**src/rtl/alu_issue.sv**
```systemverilog
// alu_issue: issues one decoded MIPS ALU instruction at a time to an external 32-bit ALU.
// It holds the ALU inputs for EXEC_CYCLES clock edges, captures the ALU result and then
// returns that result together with the destination register index.
//
// Ports
//   clk, reset_n                 clock; asynchronous active-low reset
//   in_valid/in_ready            instruction handshake; in_ready is high only while idle
//   in_instr, in_rs, in_rt       instruction word and the two register operands
//   alu_a, alu_b, alu_op         registered drive to the external ALU
//   alu_c                        result returned by the external ALU
//   out_valid/out_ready          result handshake
//   out_data, out_rd, out_err    result value, destination index, unsupported-instruction flag
module alu_issue #(
  parameter int unsigned EXEC_CYCLES = 1
) (
  input  logic        clk,
  input  logic        reset_n,
  input  logic        in_valid,
  output logic        in_ready,
  input  logic [31:0] in_instr,
  input  logic [31:0] in_rs,
  input  logic [31:0] in_rt,
  output logic [31:0] alu_a,
  output logic [31:0] alu_b,
  output logic [2:0]  alu_op,
  input  logic [31:0] alu_c,
  output logic        out_valid,
  input  logic        out_ready,
  output logic [31:0] out_data,
  output logic [4:0]  out_rd,
  output logic        out_err
);

  localparam logic [1:0] StIdle = 2'd0;
  localparam logic [1:0] StExec = 2'd1;
  localparam logic [1:0] StDone = 2'd2;

  localparam logic [3:0] LastCnt = 4'(EXEC_CYCLES - 1);

  logic [1:0] state_q, state_d;
  logic [3:0] cnt_q;

  // Instruction fields
  logic [5:0]  opc, funct;
  logic [4:0]  sh;
  logic [15:0] imm;
  assign opc   = in_instr[31:26];
  assign funct = in_instr[5:0];
  assign sh    = in_instr[10:6];
  assign imm   = in_instr[15:0];

  // The rs field is not needed: the operand value arrives on in_rs.
  logic unused_rs_field;
  assign unused_rs_field = ^in_instr[25:21];

  // Decoded operation for the instruction currently on in_*
  logic        dec_legal;
  logic [31:0] dec_a, dec_b;
  logic [2:0]  dec_op;
  logic [4:0]  dec_rd;

  always_comb begin
    dec_legal = 1'b0;
    dec_a     = in_rs;
    dec_b     = in_rt;
    dec_op    = 3'd0;
    dec_rd    = in_instr[20:16];
    case (opc)
      6'h00: begin
        dec_rd = in_instr[15:11];
        case (funct)
          6'h21: begin dec_legal = 1'b1; dec_op = 3'd0; end
          6'h23: begin dec_legal = 1'b1; dec_op = 3'd1; end
          6'h24: begin dec_legal = 1'b1; dec_op = 3'd2; end
          6'h25: begin dec_legal = 1'b1; dec_op = 3'd3; end
          6'h02, 6'h03: begin
            dec_legal = 1'b1;
            dec_a     = in_rt;
            dec_b     = {27'b0, sh};
            dec_op    = funct[0] ? 3'd5 : 3'd4;
          end
          // Variable shifts: the ALU shifts by the full B, so mask the amount to 5 bits here.
          6'h06, 6'h07: begin
            dec_legal = 1'b1;
            dec_a     = in_rt;
            dec_b     = {27'b0, in_rs[4:0]};
            dec_op    = funct[0] ? 3'd5 : 3'd4;
          end
          default: ;
        endcase
      end
      6'h09: begin dec_legal = 1'b1; dec_b = {{16{imm[15]}}, imm}; dec_op = 3'd0; end
      6'h0C: begin dec_legal = 1'b1; dec_b = {16'b0, imm};         dec_op = 3'd2; end
      6'h0D: begin dec_legal = 1'b1; dec_b = {16'b0, imm};         dec_op = 3'd3; end
      6'h0F: begin dec_legal = 1'b1; dec_a = 32'b0; dec_b = {imm, 16'b0}; dec_op = 3'd0; end
      default: ;
    endcase
  end

  assign in_ready  = (state_q == StIdle);
  assign out_valid = (state_q == StDone);

  always_comb begin
    state_d = state_q;
    case (state_q)
      StIdle: if (in_valid) state_d = dec_legal ? StExec : StDone;
      StExec: if (cnt_q == LastCnt) state_d = StDone;
      StDone: if (out_ready) state_d = StIdle;
      default: state_d = StIdle;
    endcase
  end

  always_ff @(posedge clk or negedge reset_n) begin
    if (!reset_n) begin
      state_q  <= StIdle;
      cnt_q    <= 4'd0;
      alu_a    <= 32'b0;
      alu_b    <= 32'b0;
      alu_op   <= 3'd0;
      out_data <= 32'b0;
      out_rd   <= 5'd0;
      out_err  <= 1'b0;
    end else begin
      state_q <= state_d;
      case (state_q)
        StIdle: begin
          if (in_valid) begin
            cnt_q <= 4'd0;
            if (dec_legal) begin
              alu_a   <= dec_a;
              alu_b   <= dec_b;
              alu_op  <= dec_op;
              out_rd  <= dec_rd;
              out_err <= 1'b0;
            end else begin
              // Unsupported: skip the ALU entirely, leaving its inputs untouched.
              out_rd   <= 5'd0;
              out_err  <= 1'b1;
              out_data <= 32'b0;
            end
          end
        end
        StExec: begin
          if (cnt_q == LastCnt) out_data <= alu_c;
          else                  cnt_q    <= cnt_q + 4'd1;
        end
        default: ;
      endcase
    end
  end

endmodule
```
**config.mk**
```make
export PLATFORM = sky130hd
export DESIGN_NAME = alu_issue
export DESIGN_NICKNAME = d
export VERILOG_FILES = /design/src/rtl/alu_issue.sv
export SDC_FILE = /design/constraint.sdc
export NUM_CORES = 1
export LEC_CHECK = 0
export BUFFER_PORTS_ARGS = -buffer_cell sky130_fd_sc_hd__buf_2
export CAP_MARGIN = 20
export CORE_AREA = 2 2 112 114
export CTS_CLUSTER_DIAMETER = 120
export DETAILED_ROUTE_END_ITERATION = 10
export DIE_AREA = 0 0 114 116
export PLACE_DENSITY = 0.76
export SETUP_SLACK_MARGIN = 0.2
export SKIP_LAST_GASP = 1
export SLEW_MARGIN = 20
export SYNTH_ARGS = -nofsm -noshare
export SYNTH_HDL_FRONTEND = slang
export SYNTH_SLANG_ARGS = --single-unit
```
**constraint.sdc**
```tcl
create_clock -name clk -period 1.8 [get_ports clk]
set_input_delay 0.36 -clock clk [delete_from_list [all_inputs] [get_ports clk]]
set_output_delay 0.36 -clock clk [all_outputs]
set_load 0.01 [all_outputs]
```
### Word level (Yosys, flattened, before mapping)

Index checks and enable logic that the tools add are counted.

* reduce and logical (&&, ||, !) cells: 15
* equal/unequal tests: 19
* $add $sub $neg: 1
* mux-type cells: 24

Operators by type and width (count)
* one-hot mux 32 bit (2 select lines): 3
* two-way mux 32 bit: 4
* one-hot mux 32 bit (4 select lines): 1
* equality test 6 x 4 -> 1 bit, second input constant: 4
* equality test 6 bit, second input constant: 4
* equality test 6 x 2 -> 1 bit, second input constant: 2
* equality test 6 x 3 -> 1 bit, second input constant: 2
* one-hot mux 3 bit (4 select lines): 1
* two-way mux 5 bit: 2
* one-hot mux 3 bit (3 select lines): 1
* AND reduction 3 bit: 3
* two-way mux 2 bit: 4
* two-way mux 4 bit: 2
* inequality test 2 bit, second input constant: 4
* one-hot mux 4 bit (2 select lines): 1
* OR reduction 4 bit: 2
* OR reduction 8 bit: 1
* zero test 6 bit: 1
* one-hot mux 2 bit (3 select lines): 1
* OR reduction 2 bit: 3
* adder 4 x 1 -> 4 bit, second input constant: 1
* zero test 4 bit: 1
* AND reduction 4 bit: 1
* two-way mux 1 bit: 3
* other kinds (7): 7

* output and inout bits: 107
* register bits after elaboration: 111
* bits of input ports: 132
* logic and storage cells: 67

### Depth between registers and ports, before layout

* word-level depth: 7
* mapped depth: 9

### Worst setup path before layout

No wires, ideal clock.

* path type: in2reg
* start: input in_instr[2]
* end: register state_q[0]
* arrival time: 1.752 ns
* stages on the path: 8
* path buffers: 3
* setup time: 0.127 ns
* path slack: -0.079 ns
* path through: buf_2 > and3b_1 > a311oi_1 > o21bai_2 > and2_1 > buf_2 > buf_4 > or2_2

* longest elaborated chain between the ends: 7

RTL lines
* start: declaration: RTL line 20 `input logic [31:0] in_instr,`
* equality test 6 x 3 -> 1 bit (tied with other cells): RTL line 71 `case (funct)`
* OR reduction 8 bit (no source line) *
* two-way mux 1 bit *: RTL line 71
* one-hot mux 1 bit (2 select lines) *: RTL line 68 `case (opc)`
* two-way mux 2 bit * (2 in a row): RTL line 106 `StIdle: if (in_valid) state_d = dec_legal ? StExec : StDone;`
* one-hot mux 2 bit (3 select lines) *: RTL line 105 `case (state_q)`
* end signal: assignment: RTL line 115 `state_q <= StIdle;`
* end signal: assignment: RTL line 124 `state_q <= state_d;`
* end: declaration: RTL line 40 `logic [1:0] state_q, state_d;`

Every way passes the cells marked *; elsewhere a longest branch is shown, timed or not. The select of a mux whose other input is x is not followed.
A chain may end at the register's enable or synchronous reset.

### Worst setup path in the final report

* start: input in_instr[31]
* end: register alu_b[2]

* longest elaborated chain between the ends: 4

RTL lines
* equality test 6 x 4 -> 1 bit: RTL line 68
* OR reduction 4 bit (no source line)
* one-hot mux 1 bit (2 select lines): RTL line 68
* AND reduction 3 bit (no source line)
* end signal: assignment: RTL line 118 `alu_b <= 32'b0;`
* end signal: assignment: RTL line 131 `alu_b <= dec_b;`
* end: declaration: RTL line 24 `output logic [31:0] alu_b,`

Parallel ways exist; a longest one is shown, timed or not.

==> flow_summary_export.csv <==
group,metric,value,unit
setup_path,cp_common_cell,"buf_12",
synthesis,synthTopCellsByArea,"dfrtp_1 56%, a21oi_1 13%, a22oi_1 6.3%",
synthesis,ys_dominant_reg_cell,"dfrtp_1",
setup_path,cp.depth,8,
run,max_cap_viol_count,0,
grt,grt_pass1_vias,5120,
synthesis,synth_cell_types,38,
sta,worstMarginPinSlew,0.718,ns
sta,timing.fmax,570,MHz
setup_path,path_buf_inv,3,
grt,grt_max_degree,72,
sta,final-hold-violation-count,0,
power_and_ir_drop,switchingPower,2960,uW
die,core_area,11900,sq um
power_and_ir_drop,leakagePower,0.00396,uW
sta,period_share,97.4,%
setup_path,required,2.04,ns
setup_path,slowest_stage,"or3b_4",
clock_tree,htree_levels,3,
placed_design,globalplace.congestion,0.994,
sta,clock-skew-final,0.00879,ns
die,io_pins,239,
die,die-area,13200,sq um
setup_path,r2r-start,"cnt_q[1]",
clock_tree,clock-root-buffer,"clkbuf_16",
detailed_routing,drt-total-wl,19900,um
setup_path,r2r_end,"out_data[20]",
layout,nNetsFinal,882,
detailed_routing,num_vias,5389,
grt,grt_pass1_wl,27200,um
clock_tree,clkSlewWorstSetupHoldPaths,0.07,ns
setup_path,arrival,1.99,ns
setup_path,r2r_cells,7,
power_and_ir_drop,p_per_area,1050,nW/um^2
setup_path,ff2ff_setup_slack,0.08,ns
die,row_count,40,
grt,overflow,0,
die,die_w,114,um
placed_design,dp_slack,-0.402,ns
synthesis,avgSynthCellArea,10.6,sq um
power_and_ir_drop,swShare,33.9,%
synthesis,syn_inst,471,
power_and_ir_drop,p_seq_share,41.0,%
power_and_ir_drop,p_int,5770,uW
clock_tree,clk_latency,0.35,ns
clock_tree,numCtsBuffers,9,
detailed_routing,viasPerCell,5.99,
sta,setup_viol,0,
placed_design,hpwl,12800,um
min_path,min_path_type,"primary input to flip-flop",
synthesis,ys.warnings.count,0,
synthesis,syn_nets,605,
layout,diodes,0,
power_and_ir_drop,p_clk_share,26.6,%
grt,track_usage,27.1,%
clock_tree,cts_num_sinks,111,
layout,syn_to_final_growth,67.4,%
setup_path,critical_path_class,"primary input to flip-flop",
setup_path,path_cells,"buf_6 -> or3b_4 -> a211oi_4 -> o21bai_4 -> and2_4 -> buf_12 -> buf_12 -> a31oi_1",
synthesis,synth-seq-cells,111,
outcome,outcome,"finished, final reports clean",
placed_design,portBuffers,233,
die,start_util,41.8,%
layout,drive_gt1_share,61.4,%
sta,setup_tns,0,ns
clock_tree,cts_buffer_depth,2,
synthesis,seq_area_frac_synth,55.8,%
setup_path,crit_start,"in_instr[31]",
power_and_ir_drop,power_frac_comb,32.4,%
sta,fin_crit,1.75,ns
grt,antenna_found_initial,1,
sta,setup_slack,0.0461,ns
setup_path,critPathCapture,"alu_b[2]",
die,die_h,116,um
synthesis,yosys.area.top_type,"dfrtp_1",
sta,rsz0062_at_grt,"true",
sta,slew-limit-headroom,52.1,%
setup_path,cp-start-kind,"primary input",
synthesis,synth_top_area_share,55.8,%
synthesis,syn_area,4980,sq um
setup_path,cp_max_fo,7,
clock_tree,cts_tree,"yes",
synthesis,synth_edf_count,0,
setup_path,cp-end-kind,"flip-flop",
power_and_ir_drop,ir_drop,0.000603,V
detailed_routing,drt_iter0_markers,587,
synthesis,async_flop_share,100,%
sta,drv_slew,0,
detailed_routing,drc,0,
detailed_routing,first_pass_iters,6,
setup_path,cp_slowest_stage_delay,0.41,ns
detailed_routing,ant_nets,0,
setup_path,cp_top_family,"simple AND/OR/NAND/NOR gates",
synthesis,synth_most_common_cell,"a21oi_1",
synthesis,yosys-top-cells-count,"129 x a21oi_1, 111 x dfrtp_1, 42 x a22oi_1",
detailed_routing,wl_per_cell,22.2,um
[per-stage QoR]
| stage | instances | total power (uW) | hold WS [ns] | util, % | instance area [sq um] |
|---|---|---|---|---|---|
| 2_1_floorplan | 471 | 4520 | 0.0644 | - | 5180 |
| 3_3_place_gp | 857 | 5660 | 0.363 | 56.7 | 6750 |
| 3_5_place_dp | 857 | 5720 | 0.365 | 56.7 | 6750 |
| 4_1_cts | 881 | 8130 | 0.181 | 62.2 | 7400 |
| 5_1_grt | 899 | 9140 | 0.185 | 70.0 | 8340 |
| 6_report | 899 | 8720 | 0.186 | 70.0 | 8340 |
[cells in the final DEF (no fill, tap or decap), types with 6 or more instances in the layout]
master,synthesis,final
nor2_1,11,8
buf_4,6,40
nand2_1,17,16
mux2i_1,8,8
buf_2,12,228
clkbuf_16,0,17
a21oi_1,129,33
a22oi_1,42,33
a22o_1,32,32
a21oi_2,0,64
buf_6,0,10
o21ai_0,12,6
buf_12,0,15
a221oi_1,16,11
dfrtp_1,111,110
a21oi_4,0,32
a22oi_2,0,9
[how the worst min path moves through the flow]
stage                    from           to  slack (ns)  depth (start not counted)
floorplan             reset_n     alu_a[0]        0.06                          0
global route        out_ready   state_q[1]        0.19                          2
CTS                 out_ready   state_q[1]        0.18                          2
global placement      reset_n  out_data[4]        0.36                          2
finish              out_ready   state_q[1]        0.19                          2
detailed placement    reset_n  out_data[5]        0.36                          2
[kinds of logic (layout without fill, tap and decap cells)]
kind of cell | count (synthesis) | count (layout) | synth area share [%]
AO/OA/AOI/OAI | 245 | 245 | 31.3
XOR/XNOR | 1 | 1 | 0.176
adder cells (fa/ha/maj) | 2 | 2 | 0.502
buffers and inverters | 49 | 328 | 4.45
flip-flops | 111 | 111 | 55.8
multiplexers | 13 | 13 | 2.74
AND/OR/NAND/NOR | 50 | 52 | 5.07
[routing by layer]
metal	up-vias	share of wire [%]	global-route usage, %
met5	-	0.065	0
met4	2	5.0	13.2
met1	2584	38	32.9
met2	366	47	44.3
li1	2358	-	-
met3	79	9.9	8.32
[repair_timing]
item | 4_1_cts | 5_1_grt
hold buffers | 1 | 0
endpoints found under the setup margin | 107 | 111
cloned | 4 | 9
buffers inserted | 4 | 9
endpoints found under the hold margin | 40 | 0
pin swaps | 5 | 13
resized for setup | 34 | 142
[cell type report]
type / instances / area [sq um]
clock buffer: 12 / 256
timing repair buffer: 307 / 2180
multi-input combinational: 313 / 2830
fill: 838 / 3570
sequential: 111 / 2780
clock inverter: 3 / 90.1
inverter: 6 / 22.5
tap: 147 / 184
[sequential cells by signal, indices dropped and copies added (netlist names)]
register / cells
alu_a: 32
alu_b: 32
alu_op: 3
cnt_q: 4
out_data: 32
out_err: 1
out_rd: 5
state_q: 2
[power by group through the flow]
| stage | logic [uW] | clock network [uW] | registers [uW] |
|---|---|---|---|
| floorplan | 819 | 0 | 3700 |
| global placement | 2250 | 0 | 3420 |
| detailed placement | 2290 | 0 | 3430 |
| CTS | 2370 | 2370 | 3400 |
| global route | 3040 | 2460 | 3640 |
| finish | 2830 | 2320 | 3580 |
No activity file was read; power rests on OpenSTA's default activity.
